==> config.mk <==
export PLATFORM = sky130hd
export DESIGN_NAME = timer_apb_sequencer
export DESIGN_NICKNAME = d
export VERILOG_FILES = /design/src/rtl/timer_apb_sequencer.sv
export SDC_FILE = /design/constraint.sdc
export NUM_CORES = 1
export LEC_CHECK = 0
export ABC_AREA = 1
export CAP_MARGIN = 10
export CORE_UTILIZATION = 55
export CTS_CLUSTER_DIAMETER = 80
export DETAILED_ROUTE_END_ITERATION = 6
export PLACE_DENSITY = 0.86
export SLEW_MARGIN = 20
export SYNTH_ARGS = -nofsm -noshare
export SYNTH_HDL_FRONTEND = slang
export SYNTH_SLANG_ARGS = --single-unit
==> constraint.sdc <==
create_clock -name pclk -period 5.59 [get_ports pclk]
set_input_delay 1.118 -clock pclk [delete_from_list [all_inputs] [get_ports pclk]]
set_output_delay 1.118 -clock pclk [all_outputs]
set_load 0.1 [all_outputs]
==> src/rtl/timer_apb_sequencer.sv <==
// -----------------------------------------------------------------------------
// timer_apb_sequencer
//
// Programs a memory-mapped timer over APB, then polls its status register.
// It counts overflow or underflow events until a configured number of periods
// has been seen. After that it stops the timer and pulses done.
//
// Ports
//   pclk, presetn      : clock (rising edge) and asynchronous active-low reset
//   start              : run request pulse, sampled only while idle
//   abort              : stop request (level); honoured between transfers
//   cfg_tdr            : timer preload value
//   cfg_down           : count direction (0 = up, 1 = down)
//   cfg_cks            : timer clock select
//   cfg_periods        : number of flag events to count (0 behaves as 1)
//   psel .. pwdata     : APB master request outputs
//   prdata, pready,
//   pslverr            : APB slave response inputs
//   busy               : a run is in progress
//   done               : one-cycle pulse at the end of a run
//   err                : sticky slave-error indication for the current run
//   period_cnt         : flag events counted so far (saturating)
// -----------------------------------------------------------------------------
module timer_apb_sequencer #(
  parameter logic [7:0] ADDR_TDR = 8'h00,
  parameter logic [7:0] ADDR_TCR = 8'h01,
  parameter logic [7:0] ADDR_TSR = 8'h02,
  parameter int         POLL_GAP = 4
) (
  input  logic       pclk,
  input  logic       presetn,
  input  logic       start,
  input  logic       abort,
  input  logic [7:0] cfg_tdr,
  input  logic       cfg_down,
  input  logic [1:0] cfg_cks,
  input  logic [7:0] cfg_periods,
  output logic       psel,
  output logic       penable,
  output logic       pwrite,
  output logic [7:0] paddr,
  output logic [7:0] pwdata,
  input  logic [7:0] prdata,
  input  logic       pready,
  input  logic       pslverr,
  output logic       busy,
  output logic       done,
  output logic       err,
  output logic [7:0] period_cnt
);

  localparam logic [3:0] IDLE    = 4'd0;
  localparam logic [3:0] WR_TDR  = 4'd1;
  localparam logic [3:0] WR_LOAD = 4'd2;
  localparam logic [3:0] WR_RUN  = 4'd3;
  localparam logic [3:0] GAP     = 4'd4;
  localparam logic [3:0] RD_TSR  = 4'd5;
  localparam logic [3:0] CLR_TSR = 4'd6;
  localparam logic [3:0] STOP    = 4'd7;
  localparam logic [3:0] DONE    = 4'd8;

  localparam logic [7:0] GAP_LAST = 8'(POLL_GAP - 1);

  logic [3:0] state_reg, state_next;
  logic [7:0] tdr_reg;
  logic       down_reg;
  logic [1:0] cks_reg;
  logic [7:0] target_reg;
  logic       abort_reg;
  logic [7:0] gap_reg;

  logic       err_next;
  logic [7:0] cnt_next;
  logic       xfer_done;
  logic       abort_any;
  logic       flag_set;
  logic [7:0] cnt_inc;
  logic       launch;
  logic [7:0] tdr_src;
  logic [7:0] setup_addr;
  logic       setup_write;
  logic [7:0] setup_data;

  // A transfer completes on the edge where the access phase meets pready.
  assign xfer_done = psel & penable & pready;
  // The abort level is latched so that a short request raised mid-transfer
  // still stops the run once that transfer has finished.
  assign abort_any = abort_reg | abort;
  // Down-counting runs watch underflow (TSR[1]); up-counting runs watch
  // overflow (TSR[0]).
  assign flag_set  = |(prdata & (down_reg ? 8'h02 : 8'h01));
  assign cnt_inc   = (period_cnt == 8'hFF) ? 8'hFF : period_cnt + 8'd1;

  always_comb begin
    state_next = state_reg;
    err_next   = err;
    cnt_next   = period_cnt;
    case (state_reg)
      IDLE: begin
        if (start) begin
          state_next = WR_TDR;
          err_next   = 1'b0;
          cnt_next   = 8'd0;
        end
      end
      WR_TDR, WR_LOAD, WR_RUN: begin
        if (xfer_done) begin
          if (pslverr) begin
            err_next   = 1'b1;
            state_next = STOP;
          end else if (abort_any) begin
            state_next = STOP;
          end else if (state_reg == WR_TDR) begin
            state_next = WR_LOAD;
          end else if (state_reg == WR_LOAD) begin
            state_next = WR_RUN;
          end else begin
            state_next = GAP;
          end
        end
      end
      GAP: begin
        if (abort_any) begin
          state_next = STOP;
        end else if (gap_reg == GAP_LAST) begin
          state_next = RD_TSR;
        end
      end
      RD_TSR: begin
        if (xfer_done) begin
          if (pslverr) begin
            err_next   = 1'b1;
            state_next = STOP;
          end else begin
            if (flag_set) begin
              cnt_next = cnt_inc;
            end
            if (abort_any) begin
              state_next = STOP;
            end else if (flag_set) begin
              state_next = CLR_TSR;
            end else begin
              state_next = GAP;
            end
          end
        end
      end
      CLR_TSR: begin
        if (xfer_done) begin
          if (pslverr) begin
            err_next   = 1'b1;
            state_next = STOP;
          end else if (abort_any || (period_cnt == target_reg)) begin
            state_next = STOP;
          end else begin
            state_next = GAP;
          end
        end
      end
      STOP: begin
        if (xfer_done) begin
          if (pslverr) begin
            err_next = 1'b1;
          end
          state_next = DONE;
        end
      end
      DONE:    state_next = IDLE;
      default: state_next = IDLE;
    endcase
  end

  // Address/direction/data for the transfer that starts when entering
  // state_next. The preload comes straight from the input on the start edge,
  // because the configuration is latched on that same edge.
  always_comb begin
    tdr_src     = (state_reg == IDLE) ? cfg_tdr : tdr_reg;
    setup_addr  = ADDR_TCR;
    setup_write = 1'b1;
    setup_data  = 8'h00;
    case (state_next)
      WR_TDR: begin
        setup_addr = ADDR_TDR;
        setup_data = tdr_src;
      end
      WR_LOAD: setup_data = 8'h80;
      WR_RUN:  setup_data = {2'b00, down_reg, 1'b1, 2'b00, cks_reg};
      RD_TSR: begin
        setup_addr  = ADDR_TSR;
        setup_write = 1'b0;
      end
      CLR_TSR: setup_addr = ADDR_TSR;
      default: ;
    endcase
  end

  // Every bus state has exactly one transfer. Entering one always opens a
  // fresh SETUP phase, and transfers can run back to back without an idle
  // cycle.
  assign launch = (state_next != state_reg) &&
                  (state_next != IDLE) && (state_next != GAP) &&
                  (state_next != DONE);

  always_ff @(posedge pclk or negedge presetn) begin
    if (!presetn) begin
      state_reg  <= IDLE;
      tdr_reg    <= 8'h00;
      down_reg   <= 1'b0;
      cks_reg    <= 2'b00;
      target_reg <= 8'd1;
      abort_reg  <= 1'b0;
      gap_reg    <= 8'd0;
      psel       <= 1'b0;
      penable    <= 1'b0;
      pwrite     <= 1'b0;
      paddr      <= 8'h00;
      pwdata     <= 8'h00;
      busy       <= 1'b0;
      done       <= 1'b0;
      err        <= 1'b0;
      period_cnt <= 8'd0;
    end else begin
      state_reg  <= state_next;
      err        <= err_next;
      period_cnt <= cnt_next;
      busy       <= (state_next != IDLE);
      done       <= (state_next == DONE);

      if ((state_reg == IDLE) && start) begin
        tdr_reg    <= cfg_tdr;
        down_reg   <= cfg_down;
        cks_reg    <= cfg_cks;
        target_reg <= (cfg_periods == 8'd0) ? 8'd1 : cfg_periods;
        abort_reg  <= 1'b0;
      end else if (busy && abort) begin
        abort_reg <= 1'b1;
      end

      if ((state_next == GAP) && (state_reg != GAP)) begin
        gap_reg <= 8'd0;
      end else if (state_reg == GAP) begin
        gap_reg <= gap_reg + 8'd1;
      end

      if (launch) begin
        psel    <= 1'b1;
        penable <= 1'b0;
        paddr   <= setup_addr;
        pwrite  <= setup_write;
        pwdata  <= setup_data;
      end else if (psel && !penable) begin
        penable <= 1'b1;
      end else if (xfer_done) begin
        psel    <= 1'b0;
        penable <= 1'b0;
      end
    end
  end

endmodule
### Word-level counts from Yosys, hierarchy flattened

Cells that the tools add are included.

| storage, ports and cells | value |
|---|---|
| input port bits | 33 |
| word-level logic and storage cells | 117 |
| register bits | 62 |

| operators by class | value |
|---|---|
| bitwise logic cells | 4 |
| equality and inequality tests | 28 |
| add/sub/neg operators | 2 |
| reductions and logical operators | 25 |
| muxes and demuxes | 42 |

Operators with widths:

| operator | number |
|---|---|
| two-way mux 8 bit | 9 |
| == test 4 x 3 -> 1 bit, second input constant | 7 |
| two-way mux 4 bit | 7 |
| case mux 4 bit (6 select lines) | 1 |
| case mux 8 bit (3 select lines) | 1 |
| adder 8 x 1 -> 8 bit, second input constant | 2 |
| == test 4 x 2 -> 1 bit, second input constant | 4 |
| case mux 8 bit (2 select lines) | 1 |
| two-way mux 2 bit | 6 |
| two-way mux 3 bit | 4 |
| two-way mux 1 bit | 11 |
| != test 2 bit, second input constant | 5 |
| nonzero test 2 bit | 5 |
| bitwise AND 8 x 2 -> 8 bit | 1 |
| == test 4 x 1 -> 1 bit, second input constant | 2 |
| == test 8 x 2 -> 1 bit, second input constant | 1 |
| == test 8 bit | 1 |
| == test 8 bit, second input constant | 1 |
| zero test 8 bit | 1 |
| != test 4 x 3 -> 1 bit, second input constant | 2 |
| OR reduction 8 bit | 1 |
| logical AND 1 bit | 7 |
| OR reduction 6 bit | 1 |
| AND reduction 5 bit | 1 |
| other kinds (17) | 19 |

### Logic depth before layout (Yosys ltp)

Gate-level depths: netlist of the first run.

| logic depth | value |
|---|---|
| word-level depth | 14 |
| mapped depth | 18 |

### Worst setup path before layout of the first run

OpenSTA, ideal clock, no wires.

| timing path | value |
|---|---|
| kind | input to register |
| start | input abort |
| end | register pwdata[0] |
| arrival | 2.640 ns |
| library setup time | 0.068 ns |
| stages | 16 |
| setup slack | 2.882 ns |
| path buffers | 1 |
| cells stage by stage | nor2_1 -> nand2_1 -> nor2_1 -> inv_1 -> nand2_1 -> nand2_1 -> o21ai_1 -> nand2_1 -> nand2_2 -> nand2_2 -> nor2_1 -> inv_2 -> nand2_4 -> buf_6 -> nand2_1 -> nand2_1 |

| between the ends | value |
|---|---|
| cells in the longest elaborated chain, start to end | 10 |
| elaborated cells on any way between the ends | 24 |

RTL lines:

| item | line | source |
|---|---|---|
| start: declaration | 33 | `input logic abort,` |
| OR 1 bit (*) | 88 | `assign abort_any = abort_reg \| abort;` |
| logical OR 1 bit | 153 | `end else if (abort_any \|\| (period_cnt == target_reg)) begin` |
| two-way mux 2 bit | 153 |  |
| two-way mux 2 bit | 150 | `if (pslverr) begin` |
| two-way mux 4 bit | 149 | `if (xfer_done) begin` |
| case mux 4 bit (6 select lines) (*) | 98 | `case (state_reg)` |
| net state_next[0] | 64 | `logic [3:0] state_reg, state_next;` |
| != test 4 bit / nonzero test 4 bit (equally long branches) | 200, 201 |  |
| logical AND 1 bit | 200 | `assign launch = (state_next != state_reg) &&` |
| logical AND 1 bit (2 in series) | 201 | `(state_next != IDLE) && (state_next != GAP) &&` |
| end signal: assignment | 250 | `pwdata <= setup_data;` |
| end: declaration | 42 | `output logic [7:0] pwdata,` |

Mark *: on every way through the listed nets, which the timed path passes. The rest lies on a longest branch.
A chain may end at the register's enable or synchronous reset.

### Final worst setup path of the first run

| timing path | value |
|---|---|
| start | input pready |
| end | register gap_reg[2] |

| between the ends | value |
|---|---|
| cells in the longest elaborated chain, start to end | 6 |
| elaborated cells on any way between the ends | 10 |

RTL lines:

| item | line | source |
|---|---|---|
| start: declaration | 44 | `input logic pready,` |
| bitwise AND 1 bit (*) | 85 | `assign xfer_done = psel & penable & pready;` |
| two-way mux 4 bit, on equally long branches | n/a |  |
| case mux 4 bit (6 select lines) (*) | 98 |  |
| net state_next[0] | 64 |  |
| == test 4 x 3 -> 1 bit (*) | 239 | `if ((state_next == GAP) && (state_reg != GAP)) begin` |
| logical AND 1 bit (*) | 239 |  |
| two-way mux 8 bit / nonzero test 2 bit (equally long branches) | n/a |  |
| end signal: assignment | 242 | `gap_reg <= gap_reg + 8'd1;` |
| end: declaration | 70 | `logic [7:0] gap_reg;` |

Marked as above.

==> impl_results.md, run 1 <==
- Number of synthesized flops with an enable pin: 0
- Total global routing overflow: 0
- IO buf count: 50
- TritonCTS buffer count: 5
- Crit Path Class: input pin to flop
- Critical path cell sequence: clkdlybuf4s50_1 -> nand3_1 -> nor2_1 -> inv_1 -> nand2_1 -> nand2_1 -> o21ai_1 -> nand2_1 -> nand2_2 -> nand2_2 -> nor2_1 -> nand2_1 -> nand2_1 -> inv_1 -> nand2_1 -> o21ai_0
- DIE HEIGHT: 75.06 um
- Synth cell count leaders: 136 x nand2_1, 52 x dfrtp_1, 51 x inv_1
- CP Max Fanout: 11
- Layout Nets: 492
- Period utilization: 59.69%
- Crit path largest cell delay: 0.45 ns
- Drt drc: 0
- Row Count: 26
- RR Endpoint: gap_reg[2]$_DFFE_PN0P_
- Avg Vias per Cell: 5.225
- CTS tree: built
- Most frequent CP cell: nand2_1
- Worst vdd ir: 0.0004132 V
- Relative slew margins: 33.23%
- #FFs+latches synth: 53
- Gpl congestion: 1.009
- Slowest cell on the critical path: clkdlybuf4s50_1
- Synth Warn #: 0
- Die area: 5633 um^2
- Reg2reg start: psel$_DFFE_PN0P_
- Vias: 2,759
- WL/cell: 11.73 um
- Starting Density: 57.47%
- Leakage: 1.744 nW
- Share of the synthesized area in the top cell type: 44.33%
- Final TNS setup: 0 ns
- Critical path origin: pready
- Syn_area_per_cell: 7.230 um^2
- PwrDens: 611.5 nW/um^2
- Final hold viol count: 0
- Worst-path clk slew: 0.09 ns
- Share of synthesized flip-flops with an asynchronous set or reset: 100.0%
- Largest net degree at the start of global routing: 54
- Gr usage total: 23.77%
- WHS Path Cells: 2
- Area of the core: 5107 um^2
- Pre-Repair DR Iteration Count: 6
- Critical Path RT: 5.78 ns
- Layout cells sized above 1: 6.114%
- Total wire length: 6194 um
- Crit path DAT: 3.53 ns
- Width of the die: 75.06 um
- DP HPWL: 4625 um
- Cts repair resizes: 0
- Gate count of the mapped netlist: 406
- Hold Path Class: flop to flop
- R2R setup slack: 3.09 ns
- Pins over their slew limit: 0
- Post-synthesis sequential area ratio: 45.23%
- Synth unique cells: 31
- Root Driver: clkbuf_8
- Max Buffers Root-to-Sink: 2
- Io pins: 63
- Max-Cap Viols: 0
- Status: finished clean
- RSZ-0062 raised after global routing: false
- Crit path capture type: flop
- Hold Buf Count CTS: 0
- Setup Viol. Count Final: 0
- Antenna Nets Post-Route: 0
- Initial antenna violation count: 0
- Vias in the first global route: 2,403
- Top-count cell post-synth: nand2_1
- Critical Path Start Type: input pin
- Fmax: 299.7 MHz
- Area Overhead vs Synth: 21.70%
- Synthesized area: 2935 um^2
- Diode count: 0
- Worst Reg-to-Reg Cells: 15
- Global-route wire length before repair: 10,120 um
- Slew @ Worst Pin: 0.9984 ns
- CP Capture Point: gap_reg[2]$_DFFE_PN0P_
- Number of fill cells: 429
- Synth top area cells: dfrtp_1 44%, nand2_1 17%, inv_1 6.5%, o21ai_0 5.1%, nand3_1 4.8%
- Starting DRT DRC Count: 331
- Top cell type by total area after synthesis: dfrtp_1
- Post-CTS setup buffer count: 0
- H-Tree Depth: 2
- Final min period: 3.337 ns
- Post-synth top flop: dfrtp_1
- Total power: 2.184 mW
- Final hold slack: 0.4776 ns
- Setup Skew: 0.01386 ns
- Clk_lat worst skew: 0.32 ns
- Clk sinks: 53
[where the power goes]
part / switching [mW] / leakage, nW / internal, mW
sequential: 0.0955 / 0.680 / 0.525
clock: 0.134 / 0.0518 / 0.103
combinational: 0.965 / 1.01 / 0.361
total: 1.19 / 1.74 / 0.989
[final cells by class]
cell class	count	area (um^2)	area share, %
clock buffer	6	82.58	2.312
clock inverter	2	17.52	0.4904
inverter	55	206.4	5.779
multi-input combinational	290	1340	37.51
sequential	53	1328	37.16
tap	70	87.58	2.452
timing repair buffer	52	510.5	14.29
[stage by stage]
step,setup WS (ns),instances,util (%),instance area [um^2]
floorplan,2.882,411,-,2954
global placement,2.024,520,67.98,3472
detailed placement,2.002,520,67.98,3472
CTS,2.313,528,69.94,3572
global route,1.979,528,69.94,3572
finish,2.253,528,69.94,3572
[layout by cell type (no fill, tap or decap)]
cell type          n
a221oi_2           1
nor3_4             1
inv_1             51
clkbuf_8           6
xnor2_1            4
or2_2              3
clkinv_4           1
buf_2              1
dfrtp_1           52
nand2_2            3
inv_6              1
inv_2              4
a21oi_1            8
nor4_1             1
ha_1               2
o22ai_1            7
clkdlybuf4s50_1   49
nand2_4            1
o32ai_1            1
buf_4              2
o21ai_1            3
nor2_1            36
nor2_2             1
nand4_1            7
o21ai_0           30
conb_1             6
dfstp_2            1
nand3_4            1
nand2_1          136
nor3b_1            2
nor3_2             1
nor3_1             7
nand3_1           28
[worst min-delay path by stage]
stage | start | to | slack [ns]
finish | pwrite$_DFFE_PN0P_ | pwrite$_DFFE_PN0P_ | 0.48
detailed placement | pwrite$_DFFE_PN0P_ | pwrite$_DFFE_PN0P_ | 0.46
global placement | pwdata[3]$_DFFE_PN0P_ | pwdata[3]$_DFFE_PN0P_ | 0.45
global route | pwdata[7]$_DFFE_PN0P_ | pwdata[7]$_DFFE_PN0P_ | 0.51
CTS | pwrite$_DFFE_PN0P_ | pwrite$_DFFE_PN0P_ | 0.48
floorplan | cks_reg[0]$_DFFE_PN0P_ | cks_reg[0]$_DFFE_PN0P_ | 0.45
[critical path, delay by kind of cell]
| kind | cells | cell delay (ns) |
|---|---|---|
| buf+inv | 3 | 0.64 |
| simple gates | 11 | 1.59 |
| compound gates | 2 | 0.18 |
[logic make-up after synthesis]
kind of cell / Yosys count / synth area share (%)
and+or+nand+nor: 228 / 33.55
buffers and inverters: 68 / 9.761
DFF: 53 / 45.23
AOI/OAI and AO/OA: 50 / 9.292
xor gates and xnor gates: 4 / 1.193
adders and majority gates: 2 / 0.8524
other: 1 / 0.1278
[routing by layer]
metal	share of wire (%)	GRT usage, %	up-vias
met3	7.2	5.221	10
li1	-	-	1379
met2	47	38.94	104
met1	45	30.80	1266
met5	0	0	-
met4	1.2	9.434	0
Power figures use the tool's default switching activity.
==> inputs of run 2 (changes only) <==
--- a/config.mk
+++ b/config.mk
@@ -7,10 +7,10 @@
 export LEC_CHECK = 0
 export ABC_AREA = 1
 export CAP_MARGIN = 10
-export CORE_UTILIZATION = 55
+export CORE_UTILIZATION = 51
 export CTS_CLUSTER_DIAMETER = 80
 export DETAILED_ROUTE_END_ITERATION = 6
-export PLACE_DENSITY = 0.86
+export PLACE_DENSITY = 0.8
 export SLEW_MARGIN = 20
 export SYNTH_ARGS = -nofsm -noshare
 export SYNTH_HDL_FRONTEND = slang
==> constraint.sdc (replaced) <==
create_clock -name pclk -period 3.3 [get_ports pclk]
set_input_delay 0.66 -clock pclk [delete_from_list [all_inputs] [get_ports pclk]]
set_output_delay 0.66 -clock pclk [all_outputs]
set_load 0.1 [all_outputs]
==> run 2 against run 1 <==
Sequential share of layout area is 0.26 points higher. Setup slack worse by 1.6 ns. Non-clock buffer count is 5 higher. Clock-buffer cell count is 1 lower. Die area is 7.6% higher. Design area is 0.70% lower. Via count is 2.1% lower.
==> impl_results.md, run 2 (synthesis gave the netlist of run 1 again) <==
- DP HPWL: 5077 um
- Largest net degree at the start of global routing: 29
- Total wire length: 6543 um
- Avg Vias per Cell: 5.049
- Layout cells sized above 1: 12.31%
- Final TNS setup: 0 ns
- Fin area: 3547 um^2
- Reg2reg start: state_reg[3]$_DFF_PN0_
- H-Tree Depth: 2
- DIE HEIGHT: 77.87 um
- Initial antenna violation count: 0
- TritonCTS buffer count: 5
- Worst-path clk slew: 0.10 ns
- Final hold slack: 0.3671 ns
- Critical path origin: pslverr
- Multi-input logic area: 1340 um^2
- Vias in the first global route: 2,424
- Clk_lat worst skew: 0.31 ns
- Crit path capture type: flop
- Fmax: 375.9 MHz
- Leakage: 1.805 nW
- Most frequent cells in the layout: 136 x nand2_1, 52 x dfrtp_1, 51 x inv_1
- Diode count: 0
- Root Driver: clkbuf_8
- Io pins: 63
- Cts repair resizes: 0
- Antenna Nets Post-Route: 0
- Post-CTS setup buffer count: 0
- Starting Density: 52.98%
- Area of the core: 5540 um^2
- Total global routing overflow: 0
- Layout Nets: 497
- Slew @ Worst Pin: 0.6436 ns
- Register area: 1328 um^2
- Pins over their slew limit: 0
- Final min period: 2.660 ns
- Clk sinks: 53
- PwrDens: 1044 nW/um^2
- Row Count: 27
- Most common cell after layout, fill and taps aside: nand2_1
- Hold Path Class: input pin to asynchronous set/reset pin
- Period utilization: 80.61%
- Max Buffers Root-to-Sink: 2
- Gr usage total: 23.08%
- Final hold viol count: 0
- Placed cell areas: 3452 um^2
- Width of the die: 77.87 um
- Pre-Repair DR Iteration Count: 4
- Critical Path Start Type: input pin
- IO buf count: 50
- Hold Buf Count CTS: 0
- Crit path DAT: 2.92 ns
- Area Overhead vs Synth: 20.84%
- Drt drc: 0
- Setup Viol. Count Final: 0
- Crit Path Class: input pin to flop
- Die area: 6063 um^2
- WL/cell: 12.23 um
- Status: finished clean
- CTS tree: built
- RSZ-0062 raised after global routing: false
- Relative slew margins: 57.09%
- Max-Cap Viols: 0
- CP Max Fanout: 12
- Worst vdd ir: 0.0005634 V
- Critical Path RT: 3.56 ns
- Vias: 2,701
- Gpl congestion: 0.8864
- Number of fill cells: 537
- Global-route wire length before repair: 11,020 um
- Setup Skew: 0.01074 ns
- Starting DRT DRC Count: 204
run 2: cell types whose count changed in the layout (fill, tap and decap cells not counted), sizes merged:
cell / change
clkinv: +1
buf: +29
clkdlybuf4s50: -24
clkbuf: -1
run 2: cell type report:
cell class              instances  share of cell area (%)
clock buffers                   5                   1.940
clock inverters                 3                  0.7407
inverters                      55                   5.820
multi-input cells             290                   37.78
flip-flops and latches         53                   37.42
well taps                      72                   2.540
repair buffers                 57                   13.76
run 2: report_power, final:
part	internal (mW)	total (mW)	switching (mW)	leakage (nW)
clock	0.155	0.377	0.222	0.0487
sequential	0.890	1.06	0.170	0.680
combinational	0.616	2.27	1.65	1.08
run 2: layer usage:
metal	global-route usage (%)	up-vias	wire, um
li1	-	1381	-
met1	30.40	1232	2949
met2	39.65	86	3236
met3	4.000	2	332
met4	4.906	0	24
met5	0	-	0
run 2: path summary, 6_finish.rpt:
kind | end | slack [ns] | cells after the start
hold reg to reg | pwdata[7]$_DFFE_PN0P_ | 0.48 | 2
setup / recovery | pwdata[5]$_DFFE_PN0P_ | 0.64 | 16
setup reg to reg | pwdata[5]$_DFFE_PN0P_ | 1.01 | 15
min in group pclk | pwdata[7]$_DFFE_PN0P_ | 0.48 | 2
max in group asynchronous | target_reg[0]$_DFFE_PN1P_ | 2.09 | 2
hold / removal | paddr[0]$_DFFE_PN0P_ | 0.37 | 1
run 2: worst max-delay path, cell delays in order:
cell and delay, ns:
clkdlybuf4s50_1 0.43, inv_1 0.14, nand2_1 0.07, nor2_1 0.19, inv_1 0.12, nand2_1 0.09, nand2_1 0.05, o21ai_1 0.07
nand2_1 0.10, nand2_2 0.08, nand2_2 0.09, nor2_1 0.33, inv_2 0.18, nand2_4 0.17, nand2_1 0.07, nand2_1 0.07
run 2: metrics by stage:
stage / std cells / power [mW] / setup WS, ns / util [%]
after floorplan: 411 / 2.849 / 0.7721 / -
after global placement: 527 / 3.280 / 0.3544 / 62.31
after detailed placement: 527 / 3.333 / 0.3476 / 62.31
after CTS: 535 / 3.719 / 0.6613 / 64.02
after global routing: 535 / 4.007 / 0.3958 / 64.02
final: 535 / 3.703 / 0.6399 / 64.02
